===== src/rtl/lib_cpu.sv =====
`default_nettype none
// ============================================================================
// Module   : lib_cpu (package)
// Purpose  : Shared CPU-subsystem definitions: boot sequencer state encoding
//            and the boot frame magic byte.
// Ports    : none (package)
// Revision : 1.0 - initial release
// ============================================================================
package lib_cpu;

  typedef enum logic [2:0] {
    WAIT_MAGIC = 3'd0,
    LEN_LO     = 3'd1,
    LEN_HI     = 3'd2,
    DATA       = 3'd3,
    CSUM       = 3'd4,
    RUN        = 3'd5,
    ERROR      = 3'd6
  } BOOT_STATE;

  localparam logic [7:0] BOOT_MAGIC = 8'hA5;

endpackage : lib_cpu
`default_nettype wire


===== src/rtl/boot_word_packer.sv =====
`default_nettype none
// ============================================================================
// Module   : boot_word_packer
// Purpose  : Packs a little-endian byte stream into 32-bit words. The first
//            byte of a word lands in bits [7:0].
// Ports    : clk, reset     - clock, synchronous active-high reset
//            byte_valid     - byte_data carries a byte this cycle
//            byte_data[7:0] - incoming byte
//            clear          - restart at byte 0 of a new word
//            byte_last      - (comb) current byte completes a word
//            word[31:0]     - assembly register (valid while word_done)
//            word_done      - registered one-cycle pulse after the 4th byte
// Revision : 1.0 - initial release
// ============================================================================
module boot_word_packer (
  input  logic        clk,
  input  logic        reset,
  input  logic        byte_valid,
  input  logic [7:0]  byte_data,
  input  logic        clear,
  output logic        byte_last,
  output logic [31:0] word,
  output logic        word_done
);

  logic [1:0]  r_idx;
  logic [31:0] r_word;
  logic        r_done;

  // Lets the owner of the FSM act on the 4th byte in the same cycle it arrives.
  assign byte_last = byte_valid && (r_idx == 2'd3);

  always_ff @(posedge clk) begin
    if (reset) begin
      r_idx  <= 2'd0;
      r_word <= 32'd0;
      r_done <= 1'b0;
    end else begin
      r_done <= 1'b0;
      if (clear) begin
        r_idx <= 2'd0;
      end else if (byte_valid) begin
        r_word[8*r_idx +: 8] <= byte_data;
        r_idx                <= r_idx + 2'd1;
        r_done               <= (r_idx == 2'd3);
      end
    end
  end

  assign word      = r_word;
  assign word_done = r_done;

endmodule : boot_word_packer
`default_nettype wire


===== src/rtl/boot_loader.sv =====
`default_nettype none
// ============================================================================
// Module   : boot_loader
// Purpose  : Boot sequencer. Holds the CPU in reset, receives a framed image
//            (A5, LEN_LO, LEN_HI, N*4 data bytes, XOR CSUM) over UART, writes
//            it to ROM word by word and releases the CPU on a good checksum.
// Ports    : clk, reset          - clock, synchronous active-high reset
//            rx_valid, rx_data   - received UART byte strobe and data
//            rom_we, rom_addr,
//            rom_wdata           - ROM write port (one cycle per word)
//            cpu_reset           - CPU reset, low only once the image is in
//            loaded, error       - image accepted / frame rejected (sticky)
// Revision : 1.0 - initial release
// ============================================================================
module boot_loader
  import lib_cpu::*;
#(
  parameter int ADDR_WIDTH     = 10,
  parameter int TIMEOUT_CYCLES = 1_000_000
) (
  input  logic                  clk,
  input  logic                  reset,
  input  logic                  rx_valid,
  input  logic [7:0]            rx_data,
  output logic                  rom_we,
  output logic [ADDR_WIDTH-1:0] rom_addr,
  output logic [31:0]           rom_wdata,
  output logic                  cpu_reset,
  output logic                  loaded,
  output logic                  error
);

  localparam int              c_cnt_w   = $clog2(TIMEOUT_CYCLES + 1);
  localparam logic [16:0]     c_depth   = 17'(2 ** ADDR_WIDTH);
  localparam logic [c_cnt_w-1:0] c_timeout = c_cnt_w'(TIMEOUT_CYCLES);

  BOOT_STATE r_state, w_next;

  logic [7:0]            r_len_lo;
  logic [15:0]           r_len;
  logic [ADDR_WIDTH-1:0] r_waddr;
  logic [ADDR_WIDTH-1:0] r_rom_addr;
  logic [7:0]            r_csum;
  logic [c_cnt_w-1:0]    r_idle;
  logic                  r_cpu_reset;
  logic                  r_loaded;
  logic                  r_error;

  logic        w_byte_last;
  logic        w_timed;
  logic        w_timeout;
  logic [15:0] w_len;
  logic        w_last_word;

  boot_word_packer u_packer (
    .clk        (clk),
    .reset      (reset),
    .byte_valid (rx_valid && (r_state == DATA)),
    .byte_data  (rx_data),
    .clear      (r_state == WAIT_MAGIC),
    .byte_last  (w_byte_last),
    .word       (rom_wdata),
    .word_done  (rom_we)
  );

  assign w_timed = (r_state == LEN_LO) || (r_state == LEN_HI) ||
                   (r_state == DATA)   || (r_state == CSUM);
  // A byte arriving on the expiry cycle wins over the timeout.
  assign w_timeout = w_timed && !rx_valid && (r_idle == c_timeout);
  assign w_len     = {rx_data, r_len_lo};
  // Compared at 17 bits so N == 2**ADDR_WIDTH never needs an address wrap.
  assign w_last_word = ({{(17-ADDR_WIDTH){1'b0}}, r_waddr} == ({1'b0, r_len} - 17'd1));

  always_ff @(posedge clk) begin
    if (reset) r_state <= WAIT_MAGIC;
    else       r_state <= w_next;
  end

  always_comb begin
    w_next = r_state;
    case (r_state)
      WAIT_MAGIC: if (rx_valid && (rx_data == BOOT_MAGIC)) w_next = LEN_LO;
      LEN_LO: begin
        if (rx_valid)       w_next = LEN_HI;
        else if (w_timeout) w_next = WAIT_MAGIC;
      end
      LEN_HI: begin
        if (rx_valid) begin
          if ({1'b0, w_len} > c_depth) w_next = ERROR;
          else if (w_len == 16'd0)     w_next = CSUM;
          else                         w_next = DATA;
        end else if (w_timeout) begin
          w_next = WAIT_MAGIC;
        end
      end
      DATA: begin
        if (w_byte_last && w_last_word) w_next = CSUM;
        else if (w_timeout)             w_next = WAIT_MAGIC;
      end
      CSUM: begin
        if (rx_valid)       w_next = (rx_data == r_csum) ? RUN : ERROR;
        else if (w_timeout) w_next = WAIT_MAGIC;
      end
      RUN:     w_next = RUN;
      ERROR:   w_next = ERROR;
      default: w_next = WAIT_MAGIC;
    endcase
  end

  always_ff @(posedge clk) begin
    if (reset) begin
      r_len_lo    <= 8'd0;
      r_len       <= 16'd0;
      r_waddr     <= '0;
      r_rom_addr  <= '0;
      r_csum      <= 8'd0;
      r_idle      <= '0;
      r_cpu_reset <= 1'b1;
      r_loaded    <= 1'b0;
      r_error     <= 1'b0;
    end else begin
      // Registered from the next state so release/error appear the cycle
      // after the deciding byte.
      r_cpu_reset <= (w_next != RUN);
      r_loaded    <= (w_next == RUN);
      r_error     <= (w_next == ERROR);

      if (!w_timed || rx_valid || w_timeout) r_idle <= '0;
      else                                   r_idle <= r_idle + c_cnt_w'(1);

      case (r_state)
        WAIT_MAGIC: begin
          r_waddr <= '0;
          r_csum  <= 8'd0;
        end
        LEN_LO: if (rx_valid) r_len_lo <= rx_data;
        LEN_HI: if (rx_valid) r_len    <= w_len;
        DATA: begin
          if (rx_valid) r_csum <= r_csum ^ rx_data;
          // rom_addr is captured separately so it holds through and after
          // the write while the working address moves on.
          if (w_byte_last) begin
            r_rom_addr <= r_waddr;
            r_waddr    <= r_waddr + ADDR_WIDTH'(1);
          end
        end
        default: ;
      endcase
    end
  end

  assign rom_addr  = r_rom_addr;
  assign cpu_reset = r_cpu_reset;
  assign loaded    = r_loaded;
  assign error     = r_error;

endmodule : boot_loader
`default_nettype wire


===== config.mk =====
export PLATFORM = sky130hd
export DESIGN_NAME = boot_loader
export DESIGN_NICKNAME = d
export VERILOG_FILES = /design/src/rtl/lib_cpu.sv /design/src/rtl/boot_word_packer.sv /design/src/rtl/boot_loader.sv
export SDC_FILE = /design/constraint.sdc
export NUM_CORES = 1
export LEC_CHECK = 0
export CORE_UTILIZATION = 39
export CTS_CLUSTER_SIZE = 40
export DETAILED_ROUTE_END_ITERATION = 12
export DONT_BUFFER_PORTS = 1
export PLACE_DENSITY_LB_ADDON = 0.15
export SETUP_SLACK_MARGIN = 0.02
export SYNTH_ARGS = -nofsm -noshare
export SYNTH_HDL_FRONTEND = slang
export SYNTH_SLANG_ARGS = --single-unit

===== constraint.sdc =====
create_clock -name clk -period 3.59 [get_ports clk]
set_clock_uncertainty 0.2 [all_clocks]
set_input_delay 0.5385 -clock clk [delete_from_list [all_inputs] [get_ports clk]]
set_output_delay 0.5385 -clock clk [all_outputs]
set_load 0.01 [all_outputs]

==> flow_metrics.env, run 1 <==
export IMPL_status="finished clean"
export IMPL_ys_types=58
export IMPL_synth_mux_area_share_pct=2.66
export IMPL_drcViolationCount=0
export IMPL_maxCapViolCount=0
export IMPL_antenna_found_initial=0
export IMPL_path_class="reg2reg"
export IMPL_endpoint_kind="flop"
export IMPL_peakVddDrop_mv=0.378
export IMPL_vias=4392
export IMPL_clk_latency_ns=0.41
export IMPL_rows=42
export IMPL_drtIter0Drc=231
export IMPL_post_cts_buffers=0
export IMPL_ys_ff_latch=113
export IMPL_fin_tns_setup_ns=0
export IMPL_yosysSeqAreaShare_pct=43.0
export IMPL_dieHeight_um=118
export IMPL_cts_buffers=17
export IMPL_ys_warn_count=0
export IMPL_synth_ff_type="dfxtp_1"
export IMPL_p_switching_mw=0.602
export IMPL_leakage_nw=1.97
export IMPL_synth_edff_count=0
export IMPL_cts_resized_gates=0
export IMPL_grt_pass1_vias=4209
export IMPL_initial_core_util_pct=39.9
export IMPL_drive_above_1_share_pct=7.02
export IMPL_final_common_cell="dfxtp_1"
export IMPL_slew_headroom_pct=36.7
export IMPL_syn_num_nets=670
export IMPL_final_core_util_pct=45.2
export IMPL_synth_top_family_by_area="simple AND/OR/NAND/NOR gates"
export IMPL_wl_um=12900
export IMPL_synth_compound_area_share_pct=12.7
export IMPL_busiest_layer="met2"
export IMPL_synth_xor_area_share_pct=7.15
export IMPL_dpl_worst_slack_ns=0.628
export IMPL_die_x_um=118
export IMPL_area_growth_syn_to_layout_pct=13.3
export IMPL_synthAdderAreaFrac_pct=2.38
export IMPL_fmax_mhz=335
export IMPL_hold_class="in2reg"
export IMPL_overflow=0
export IMPL_firstDrtPassIters=4
export IMPL_cts_tree="done"
export IMPL_crit_chain="and4b_1 > and2_1 > o2111ai_1 > or4_1 > or4_4 > a21oi_2 > nor2b_1"
export IMPL_grtUsageMet1_pct=23.3
export IMPL_cpLargestDelayFamily="simple AND/OR/NAND/NOR gates"
export IMPL_seqPwrFrac_pct=42.0
export IMPL_tightestPinTransition_ns=0.948
export IMPL_slowest_stage="and4b_1"
export IMPL_path_buf_inv=0
export IMPL_layout_common_cells="dfxtp_1 (113), nand2_1 (112), a21oi_1 (69), nor2_1 (57), nand3_1 (42)"
export IMPL_hold_buffers=1
export IMPL_cts_clk_slew_worst_paths_ns=0.05
export IMPL_synthSimpleGateAreaFrac_pct=27.8
export IMPL_synth_area_sq_um=5270
export IMPL_vias_per_cell=5.38
export IMPL_cp_arrival_ns=3.08
export IMPL_portBuffers=0
export IMPL_finalNetCount=650
export IMPL_core_sq_um=13200
export IMPL_max_stage_delay_ns=0.59
export IMPL_finalWeightedCongestion=0.857
export IMPL_wl_per_cell_um=15.8
export IMPL_cp_required_ns=3.69
export IMPL_clockBufferDepth=2
export IMPL_fin_ws_ns=0.605
export IMPL_worst_path_max_fanout=14
export IMPL_ios=57
export IMPL_num_antenna_cells=0
export IMPL_synthArstFlopShare_pct=0
export IMPL_design_die_area_sq_um=14000
export IMPL_p_clk_share_pct=56.9
export IMPL_grt_usage_pct=19.6
export IMPL_comb_power_share_pct=1.1
export IMPL_intPower_mw=2.39
export IMPL_finalHoldViolCount=0
export IMPL_fin_crit_sh_pct=83.1
export IMPL_power_switching_share_pct=20.2
export IMPL_rsz0062_at_grt="false"
export IMPL_cts_root_buffer="clkbuf_16"
export IMPL_setup_viol=0
export IMPL_period_needed_ns=2.98
export IMPL_met2_usage_pct=31.7
export IMPL_h_tree_depth=4
export IMPL_grt_max_degree=77
export IMPL_grt_util_met3_pct=6.18
export IMPL_critPathLaunchType="flop"
export IMPL_drv_slew=0
export IMPL_antenna_left=0
export IMPL_cts_sinks=113
export IMPL_dpl_hpwl_um=8570
export IMPL_synth_avg_cell_area_sq_um=8.11
export IMPL_grt_pass1_wl_um=21300
export IMPL_syn_instance_count=649
export IMPL_power_density_nw_per_um2=501
[worst paths after layout]
check / start / end / slack (ns) / cells after the start
setup / recovery: r_state[0] / r_state[1] / 0.61 / 7
setup reg to reg: r_state[0] / r_state[1] / 0.61 / 7
hold / removal: rx_data[6] / r_len[14] / 0.06 / 2
hold reg to reg: r_len[14] / r_len[14] / 0.26 / 2
[layer usage]
layer  part of all wire, %  up-vias
met3                   4.8       21
li1                      -     2204
met5                     0        -
met1                    45     2064
met4                   2.5        0
met2                    48      103
[worst reg2reg max path: stages, from the launching register on]
cell and delay (ns):
dfxtp_1 0.55, and4b_1 0.59, and2_1 0.23, o2111ai_1 0.09, or4_1 0.53, or4_4 0.45
a21oi_2 0.17, nor2b_1 0.06
[power groups by stage]
stage          clock network [mW]  registers, mW  logic (mW)
6_report                     1.70           1.26      0.0336
5_1_grt                      1.79           1.25      0.0381
4_1_cts                      1.73           1.26      0.0336
3_5_place_dp                    0           1.28      0.0175
3_3_place_gp                    0           1.28      0.0176
2_1_floorplan                   0           1.28      0.0395
[kinds of logic (layout without fill, tap and decap cells)]
family,count (synthesis),after routing
buffers and inverters,56,48
multiplexers,14,14
AO/OA/AOI/OAI,113,113
flip-flops,113,113
XOR/XNOR,43,43
AND/OR/NAND/NOR,300,300
adder cells (fa/ha/maj),10,10
[cells in the mapped netlist (3+ instances only)]
master      n  area share, %
ha_1       10            2.4
nand3_1    42            4.0
nor4_1     10            1.2
buf_2       4           0.38
nor2b_1     7           0.83
xor2_1     25            4.2
o21ai_0    10           0.95
o21a_1      3           0.43
and3_1      6           0.71
dfxtp_1   113             43
nor2_1     57            4.1
and2_1      7           0.83
nor4b_1     5           0.83
nor3b_1     3           0.43
inv_1      12           0.86
a21oi_1    69            6.6
o211ai_1    3           0.43
mux2i_1    14            2.7
a31oi_1     4           0.48
or4_1       3           0.43
nand4_1    11            1.3
nand2_1   112            8.0
nor3_1     14            1.3
xnor2_1    18            3.0
a22oi_1     6           0.86
or2_2       3           0.36
or3_1       6           0.71
clkbuf_1   36            2.6
[per-stage QoR]
stage / area (sq um) / power (mW) / std cells / hold slack (ns)
after floorplan: 5270 / 1.32 / 649 / 0.236
after CTS: 5960 / 3.02 / 817 / 0.0423
final: 5960 / 2.99 / 817 / 0.0596
after detailed placement: 5340 / 1.30 / 785 / 0.245
after global routing: 5960 / 3.08 / 817 / 0.0593
after global placement: 5340 / 1.30 / 785 / 0.239
[state kept, by name, summed over array words and instances (netlist names)]
| register | flops |
|---|---|
| u_packer.word | 32 |
| r_idle | 20 |
| r_len | 16 |
| r_waddr | 10 |
| rom_addr | 10 |
| r_csum | 8 |
| r_len_lo | 8 |
| r_state | 3 |
| u_packer.r_idx | 2 |
| cpu_reset | 1 |
| error | 1 |
| loaded | 1 |
| u_packer.word_done | 1 |
[cell type report]
| type | instances | area [sq um] |
|---|---|---|
| clock buffer | 21 | 460 |
| clock inverter | 10 | 135 |
| fill | 1289 | 7230 |
| inverter | 12 | 45.0 |
| multi-input combinational | 480 | 2780 |
| sequential | 113 | 2260 |
| tap | 176 | 220 |
| timing repair buffer | 5 | 57.6 |
(Power assumes the default switching activity.)
==> run 2, diff against run 1 <==
- clock period: 3.59 -> 2.8 ns (I/O delays scaled with it)
==> run 2 against run 1 <==
Global-route usage increased by 0.62 points. Non-clock buffer count increased by 33. Largest power group unchanged. First-iteration DRC count increased by 21%.
==> flow_metrics.env, run 2 (synthesis results as in run 1) <==
export IMPL_status="finished clean"
export IMPL_hold_class="in2reg"
export IMPL_grt_pass1_wl_um=22000
export IMPL_drcViolationCount=0
export IMPL_crit_top_cell="or4_4"
export IMPL_fmax_mhz=365
export IMPL_rows=42
export IMPL_drive_above_1_share_pct=11.6
export IMPL_grt_usage_pct=20.2
export IMPL_design_die_area_sq_um=14000
export IMPL_firstDrtPassIters=5
export IMPL_cp_arrival_ns=2.84
export IMPL_cts_tree="done"
export IMPL_core_sq_um=13200
export IMPL_num_antenna_cells=0
export IMPL_antenna_left=0
export IMPL_area_growth_syn_to_layout_pct=19.6
export IMPL_wl_per_cell_um=16.0
export IMPL_slew_headroom_pct=60.2
export IMPL_clk_latency_ns=0.41
export IMPL_tightestPinTransition_ns=0.592
export IMPL_max_stage_delay_ns=0.59
export IMPL_portBuffers=0
export IMPL_finalHoldViolCount=0
export IMPL_ios=57
export IMPL_slowest_stage="or4_4"
export IMPL_setup_viol=0
export IMPL_largest_reg_flops=32
export IMPL_critPathLaunchType="flop"
export IMPL_fin_crit_sh_pct=97.7
export IMPL_dpl_hpwl_um=8800
export IMPL_layout_common_cells="nand2_1 (112), dfxtp_1 (112), a21oi_1 (67), nor2_1 (56), nand3_1 (42)"
export IMPL_antenna_found_initial=0
export IMPL_period_needed_ns=2.74
export IMPL_drtIter0Drc=279
export IMPL_cp_required_ns=2.91
export IMPL_final_core_util_pct=47.7
export IMPL_vias_per_cell=5.35
export IMPL_vias=4551
export IMPL_dieHeight_um=118
export IMPL_worst_path_max_fanout=5
export IMPL_maxCapViolCount=0
export IMPL_rsz0062_at_grt="true"
export IMPL_grt_pass1_vias=4307
export IMPL_leakage_nw=2.16
export IMPL_path_class="reg2reg"
export IMPL_clockBufferDepth=2
export IMPL_fin_tns_setup_ns=0
export IMPL_cts_sinks=113
export IMPL_peakVddDrop_mv=0.432
export IMPL_cts_root_buffer="clkbuf_16"
export IMPL_grt_max_degree=77
export IMPL_power_density_nw_per_um2=623
export IMPL_wl_um=13600
export IMPL_cts_buffers=17
export IMPL_endpoint_kind="flop"
export IMPL_finalWeightedCongestion=0.801
export IMPL_drv_slew=0
export IMPL_overflow=0
export IMPL_finalNetCount=683
export IMPL_h_tree_depth=4
export IMPL_die_x_um=118
export IMPL_crit_chain="buf_6 > or4_4 > nor2_4 > xnor2_1 > or4_1 > or4_4 > a21oi_4 > nor2b_1"
export IMPL_initial_core_util_pct=39.9
export IMPL_cts_clk_slew_worst_paths_ns=0.06
[run 2: path summary, 6_finish.rpt]
path | startpoint | to | slack [ns] | cells after the start
max | r_len[3] | r_state[1] | 0.06 | 8
min | reset | r_state[0] | 0.01 | 2
max reg2reg | r_len[3] | r_state[1] | 0.06 | 8
min reg2reg | r_len[15] | r_len[15] | 0.27 | 2
[run 2: area by class of cell]
class                           count  area [sq um]
Inverter                           12          45.0
Clock buffer                       18           439
Sequential cell                   113          2270
Tap cell                          176           220
Timing Repair Buffer               38           335
Fill cell                        1319          6890
Clock inverter                     14           176
Multi-Input combinational cell    480          2820
[run 2: critical path, delay by kind of cell (launching register included)]
kind,cells,cell delay (ns)
buffers and inverters,1,0.12
DFF,1,0.35
xor gates and xnor gates,1,0.06
AOI/OAI and AO/OA,1,0.17
and+or+nand+nor,5,1.74
[run 2: what timing repair did]
| item | 4_1_cts | 5_1_grt |
|---|---|---|
| setup endpoints to repair | 0 | 3 |
| hold buffers | 10 | 0 |
| gates resized for setup | 0 | 11 |
| buffers inserted | 0 | 4 |
| hold endpoints to repair | 76 | 0 |
[run 2: where the power goes]
part	switching (mW)	internal, mW	total [mW]
clock	0.811	1.43	2.24
combinational	0.0454	0.0242	0.0696
sequential	0.000202	1.61	1.61
total	0.856	3.06	3.92
[run 2: stage by stage]
stage | total power, mW | hold slack (ns) | setup WS [ns] | cell area (sq um) | instances
after global routing | 4.05 | 0.0125 | -0.00854 | 6300 | 851
after detailed placement | 1.67 | 0.252 | 0.100 | 5490 | 805
after floorplan | 1.69 | 0.236 | 0.0664 | 5270 | 649
after global placement | 1.67 | 0.244 | 0.166 | 5490 | 805
after CTS | 3.97 | 0.00309 | 0.0832 | 6220 | 847
final | 3.92 | 0.0146 | 0.0639 | 6300 | 851
[run 2: metal layers]
layer	routed length, um	up-vias	GRT usage (%)
met5	0	-	0
met4	293	0	8.73
met3	628	20	6.23
met2	6520	88	32.8
met1	6170	2177	24.7
li1	-	2266	-
